<file path="config.mk">
export PLATFORM = sky130hd
export DESIGN_NAME = sr_cmd_debounce
export DESIGN_NICKNAME = d
export VERILOG_FILES = /design/src/rtl/sr_cmd_pkg.sv /design/src/rtl/debounce_chan.sv /design/src/rtl/sr_cmd_debounce.sv
export SDC_FILE = /design/constraint.sdc
export NUM_CORES = 1
export LEC_CHECK = 0
export CORE_AREA = 2 2 42 44
export DETAILED_ROUTE_END_ITERATION = 16
export DIE_AREA = 0 0 44 46
export PLACE_DENSITY_LB_ADDON = 0.05
export SYNTH_ARGS = -nofsm -noshare
export SYNTH_HDL_FRONTEND = slang
export SYNTH_HIERARCHICAL = 1
export SYNTH_SLANG_ARGS = --single-unit
</file>
<file path="constraint.sdc">
create_clock -name clk -period 1.5 [get_ports clk]
set_clock_uncertainty 0.05 [all_clocks]
set_input_delay 0.15 -clock clk [delete_from_list [all_inputs] [get_ports clk]]
set_output_delay 0.15 -clock clk [all_outputs]
set_load 0.02 [all_outputs]
</file>
<file path="src/rtl/sr_cmd_pkg.sv">
// sr_cmd_pkg: shared state encoding and defaults for the SR command debouncer.
// Rev 1.0
`default_nettype none

package sr_cmd_pkg;

  localparam int DEF_DEBOUNCE_CYCLES = 4;

  localparam logic [1:0] ST_IDLE         = 2'd0;
  localparam logic [1:0] ST_PRESS_WAIT   = 2'd1;
  localparam logic [1:0] ST_PRESSED      = 2'd2;
  localparam logic [1:0] ST_RELEASE_WAIT = 2'd3;

  typedef enum logic [1:0] {
    CH_IDLE         = ST_IDLE,
    CH_PRESS_WAIT   = ST_PRESS_WAIT,
    CH_PRESSED      = ST_PRESSED,
    CH_RELEASE_WAIT = ST_RELEASE_WAIT
  } chan_state_e;

  // The debounced level stays high until a release has been fully qualified.
  function automatic logic state_is_held(input chan_state_e st);
    return (st == CH_PRESSED) || (st == CH_RELEASE_WAIT);
  endfunction

endpackage : sr_cmd_pkg

`default_nettype wire

</file>
<file path="src/rtl/debounce_chan.sv">
// debounce_chan: 2-flop synchroniser, press/release qualification FSM,
// registered single-shot press event and debounced held level. Rev 1.0
`default_nettype none

module debounce_chan
  import sr_cmd_pkg::*;
#(
  parameter int DEBOUNCE_CYCLES = DEF_DEBOUNCE_CYCLES,
  parameter int CNT_W           = $clog2(DEBOUNCE_CYCLES + 1)
) (
  input  logic clk,
  input  logic rst,
  input  logic btn_i,
  output logic press_o,
  output logic held_o
);

  localparam logic [CNT_W-1:0] CNT_LAST = CNT_W'(DEBOUNCE_CYCLES - 1);
  localparam logic [CNT_W-1:0] CNT_ONE  = CNT_W'(1);

  logic [1:0]       sync_q;
  logic             sync_w;
  chan_state_e      state_q, state_d;
  logic [CNT_W-1:0] cnt_q, cnt_d;
  logic             press_q, press_d;

  always_ff @(posedge clk or negedge rst) begin
    if (!rst) begin
      sync_q <= 2'b00;
    end else begin
      sync_q <= {sync_q[0], btn_i};
    end
  end

  assign sync_w = sync_q[1];

  always_ff @(posedge clk or negedge rst) begin
    if (!rst) begin
      state_q <= CH_IDLE;
      cnt_q   <= '0;
      press_q <= 1'b0;
    end else begin
      state_q <= state_d;
      cnt_q   <= cnt_d;
      press_q <= press_d;
    end
  end

  // cnt counts consecutive samples that disagree with the current level;
  // it is reloaded before it can pass CNT_LAST, so it never wraps.
  always_comb begin
    state_d = state_q;
    cnt_d   = cnt_q;
    press_d = 1'b0;
    case (state_q)
      CH_IDLE: begin
        cnt_d = '0;
        if (sync_w) begin
          state_d = CH_PRESS_WAIT;
          cnt_d   = CNT_ONE;
        end
      end
      CH_PRESS_WAIT: begin
        if (!sync_w) begin
          state_d = CH_IDLE;
          cnt_d   = '0;
        end else if (cnt_q == CNT_LAST) begin
          state_d = CH_PRESSED;
          cnt_d   = '0;
          press_d = 1'b1;
        end else begin
          cnt_d = cnt_q + CNT_ONE;
        end
      end
      CH_PRESSED: begin
        cnt_d = '0;
        if (!sync_w) begin
          state_d = CH_RELEASE_WAIT;
          cnt_d   = CNT_ONE;
        end
      end
      CH_RELEASE_WAIT: begin
        if (sync_w) begin
          state_d = CH_PRESSED;
          cnt_d   = '0;
        end else if (cnt_q == CNT_LAST) begin
          state_d = CH_IDLE;
          cnt_d   = '0;
        end else begin
          cnt_d = cnt_q + CNT_ONE;
        end
      end
      default: begin
        state_d = CH_IDLE;
        cnt_d   = '0;
      end
    endcase
  end

  assign press_o = press_q;
  assign held_o  = state_is_held(state_q);

endmodule : debounce_chan

`default_nettype wire

</file>
<file path="src/rtl/sr_cmd_debounce.sv">
// sr_cmd_debounce: two debounced button channels plus a registered arbiter
// producing mutually exclusive one-cycle set/reset commands. Rev 1.0
`default_nettype none

module sr_cmd_debounce
  import sr_cmd_pkg::*;
#(
  parameter int DEBOUNCE_CYCLES = DEF_DEBOUNCE_CYCLES,
  parameter int CNT_W           = $clog2(DEBOUNCE_CYCLES + 1)
) (
  input  logic clk,
  input  logic rst,
  input  logic btn_set,
  input  logic btn_reset,
  output logic s,
  output logic r,
  output logic conflict,
  output logic set_held,
  output logic reset_held
);

  logic set_ev_w, reset_ev_w;
  logic set_lvl_w, reset_lvl_w;

  logic s_q, s_d;
  logic r_q, r_d;
  logic conflict_q, conflict_d;
  logic set_held_q, reset_held_q;

  debounce_chan #(
    .DEBOUNCE_CYCLES (DEBOUNCE_CYCLES),
    .CNT_W           (CNT_W)
  ) u_set_chan (
    .clk     (clk),
    .rst     (rst),
    .btn_i   (btn_set),
    .press_o (set_ev_w),
    .held_o  (set_lvl_w)
  );

  debounce_chan #(
    .DEBOUNCE_CYCLES (DEBOUNCE_CYCLES),
    .CNT_W           (CNT_W)
  ) u_reset_chan (
    .clk     (clk),
    .rst     (rst),
    .btn_i   (btn_reset),
    .press_o (reset_ev_w),
    .held_o  (reset_lvl_w)
  );

  // Simultaneous events cancel each other so the latch never sees s=r=1.
  always_comb begin
    s_d        = 1'b0;
    r_d        = 1'b0;
    conflict_d = 1'b0;
    if (set_ev_w && reset_ev_w) begin
      conflict_d = 1'b1;
    end else if (set_ev_w) begin
      s_d = 1'b1;
    end else if (reset_ev_w) begin
      r_d = 1'b1;
    end
  end

  always_ff @(posedge clk or negedge rst) begin
    if (!rst) begin
      s_q          <= 1'b0;
      r_q          <= 1'b0;
      conflict_q   <= 1'b0;
      set_held_q   <= 1'b0;
      reset_held_q <= 1'b0;
    end else begin
      s_q          <= s_d;
      r_q          <= r_d;
      conflict_q   <= conflict_d;
      set_held_q   <= set_lvl_w;
      reset_held_q <= reset_lvl_w;
    end
  end

  assign s          = s_q;
  assign r          = r_q;
  assign conflict   = conflict_q;
  assign set_held   = set_held_q;
  assign reset_held = reset_held_q;

endmodule : sr_cmd_debounce

`default_nettype wire
</file>
==> impl_metrics.csv <==
group,metric,value,unit
pwr,power.switching,388.7,uW
worst_setup_path,arrival,1230,ps
placement,gp_congestion,0.7728,
routing,highest_layer,"met3",
cells_and_area,fillers,136,
cts,clk_latency,290,ps
timing,finalHoldViolCount,0,
cts,cts.htree.levels,1,
cts,tritoncts,"yes",
worst_setup_path,crit_fanout,1,
routing,wl,989,um
cells_and_area,layout-drive-gt1-share,25.42,%
cells_and_area,fin_cells,76,
routing,first_iter_violations,2,
global_routing,grt_pass1_wl,1.676,mm
pwr,comb_power_share,24.2,%
global_routing,grt_usage,11.78,%
cts,cts_hold_buf,0,
routing,wl_met2,547,um
global_routing,grt_start_max_net_pins,22,
timing,final_max_slew_viol_count,0,
synth,synth_area_leaders,"dfrtp_1 (71%), and2_2 (4.0%), ha_1 (3.4%)",
cts,post_cts_resized,0,
pwr,intPower,998.8,uW
pwr,leakage,0.0004236,uW
worst_setup_path,cpMaxStageDelayCell,"clkdlybuf4s50_1",
routing,dr.pass1.iters,3,
worst_setup_path,crit_path_end_kind,"output port",
placement,io_buffers,8,
cts,clk_pin_slew,110,ps
synth,synthesis.area,744.5,um^2
worst_setup_path,start_kind,"flop",
pwr,seq_power_share,57.2,%
pwr,clkPwrFrac,18.6,%
hold_path,worstHoldPathType,"in2async",
global_routing,grt_overflow_total,0,
timing,setup_viol,0,
die,core_area,1614,um^2
placement,place_inst,72,
routing,vias,382,
timing,fmax,0.6987,GHz
routing,post_drt_wl_per_cell,13.01,um
timing,fin_crit_sh,95.41,%
cells_and_area,antenna_cells,0,
routing,via_per_inst,5.026,
die,die_y,46,um
die,pin_count,9,
die,dieArea,2024,um^2
timing,fin_ws,68.86,ps
synth,syn_nets,54,
routing,drc_errors,0,
placement,dp_hpwl,739.8,um
timing,post-route-min-period,1431,ps
worst_setup_path,criticalPathCategory,"reg2out",
synth,synth_cell_type_count,19,
run_status,outcome,"complete, no violations",
synth,yosysTopAreaCell,"dfrtp_1",
timing,worst_slew_pin_slew,277.1,ps
die,start_util,46.12,%
global_routing,antenna_found_initial,0,
cts,clockRootBuffer,"clkbuf_4",
cells_and_area,syn_to_final_growth,17.14,%
die,die_w,44,um
synth,avgSynthCellArea,15.51,um^2
cts,postCtsSetupBuffers,0,
worst_setup_path,crit_chain,"clkdlybuf4s50_1",
cts,numCtsBuffers,3,
worst_setup_path,path_buf_inv,1,
routing,wl_met3,45,um
worst_setup_path,worstPathRequired,1300,ps
cts,cts_buffer_depth,2,
synth,yosys_warnings,6,
synth,ys_seq_area_share,70.59,%
cells_and_area,final_core_util,54.03,%
job,drv_cap,0,
pwr,p_sw_share,28.01,%
routing,wl_met1,396,um
placement,placement.setup.worst_slack,164.8,ps
routing,drtAntennaViolNets,0,
die,num_rows,15,
cells_and_area,layout.nets,66,
synth,yosys_register_bits,21,
pwr,vdd_drop_max,0.0007364,V
synth,synthCells,48,
timing,finalSetupTns,0,ps
cts,clock_sinks,21,
worst_setup_path,crit_path_max_incr_delay,600,ps
synth,yosys.area.top_type_share,70.59,%
worst_setup_path,cpLargestDelayFamily,"buffers and inverters",
timing,relSlewSlack,81.47,%
pwr,cellPowerDensity,1591,nW/um^2
global_routing,grt_pass1_vias,419,
timing,rsz0062_at_grt,"false",
==> registers in the layout, summed over array words and instances, names as in the netlist, named ones only <==
name                  flops
conflict                  1
r                         1
reset_held                1
s                         1
set_held                  1
u_reset_chan/cnt_q        3
u_reset_chan/press_o      1
u_reset_chan/state_q      1
u_reset_chan/sync_q       2
u_set_chan/cnt_q          3
u_set_chan/press_o        1
u_set_chan/state_q        1
u_set_chan/sync_q         2
==> placed cells by master, fill, tap and decap left out, drive strengths merged <==
master	n
o21ai	2
nor2b	3
nor3b	2
ha	2
clkdlybuf4s50	8
clkbuf	4
dfrtp	21
and2b	1
buf	1
nand2	2
and2	5
xor2	2
mux2	2
and4b	2
and3	2
==> final cells by class <==
cell class	instances	area (um^2)	share of cell area (%)
Clock buffer	4	26.28	3.013
Timing Repair Buffer	9	87.58	10.04
Tap cell	17	21.27	2.439
Sequential cell	21	525.5	60.26
Multi-Input combinational cell	25	211.5	24.25
==> cell usage after synthesis <==
library cell / number
and2_1: 1
xor2_1: 2
nor2b_1: 1
and2_2: 4
nand2_1: 1
nor2b_4: 1
ha_1: 2
nor3b_1: 2
mux2_2: 1
dfrtp_1: 21
and3_2: 1
nand2_2: 1
clkbuf_1: 2
nor2b_2: 1
mux2_4: 1
o21ai_0: 2
and3_1: 1
and4b_1: 2
and2b_2: 1
==> power groups by stage <==
| stage | registers [uW] | clock network, uW | logic, uW |
|---|---|---|---|
| after detailed placement | 807 | 0 | 342 |
| final | 794 | 258 | 336 |
| after CTS | 796 | 269 | 344 |
| after floorplan | 820 | 0 | 196 |
| after global routing | 815 | 293 | 374 |
| after global placement | 790 | 0 | 313 |
==> cell families (layout without fill, tap and decap cells) <==
kind of cell / Yosys count / in the layout / synth area share, %
xor+xnor: 2 / 2 / 2.353
buf+inv: 2 / 13 / 1.009
simple gates: 17 / 17 / 17.82
mux: 2 / 2 / 3.529
compound gates: 2 / 2 / 1.345
fa+ha+maj: 2 / 2 / 3.361
flops: 21 / 21 / 70.59
==> worst paths after layout <==
check	slack, ps	end	cells past startpoint	start
min in group clk	230	u_reset_chan/sync_q[0]	1	btn_reset
max	70	set_held	1	set_held
max in group asynchronous	1060	u_reset_chan/cnt_q[2]	2	rst
max reg2reg	140	flop	4	u_reset_chan/cnt_q[0]
min reg2reg	320	u_set_chan/sync_q[1]	0	u_set_chan/sync_q[0]
min	130	u_set_chan/cnt_q[2]	2	rst
==> per-layer routing <==
| metal | vias to the layer above | global-route usage [%] |
|---|---|---|
| li1 | 179 | - |
| met1 | 195 | 12.11 |
| met2 | 8 | 22.35 |
| met3 | 0 | 3.968 |
| met4 | 0 | 3.636 |
| met5 | - | 0 |
==> stage by stage <==
stage	cell area [um^2]	hold slack [ps]	total power, uW
after floorplan	744.5	-195.6	1016
after global placement	845.8	285.3	1103
after detailed placement	845.8	291.3	1149
after CTS	872.1	137.0	1409
after global routing	872.1	148.8	1482
final	872.1	132.7	1387
Note: power is estimated with default switching activity, not from simulation.
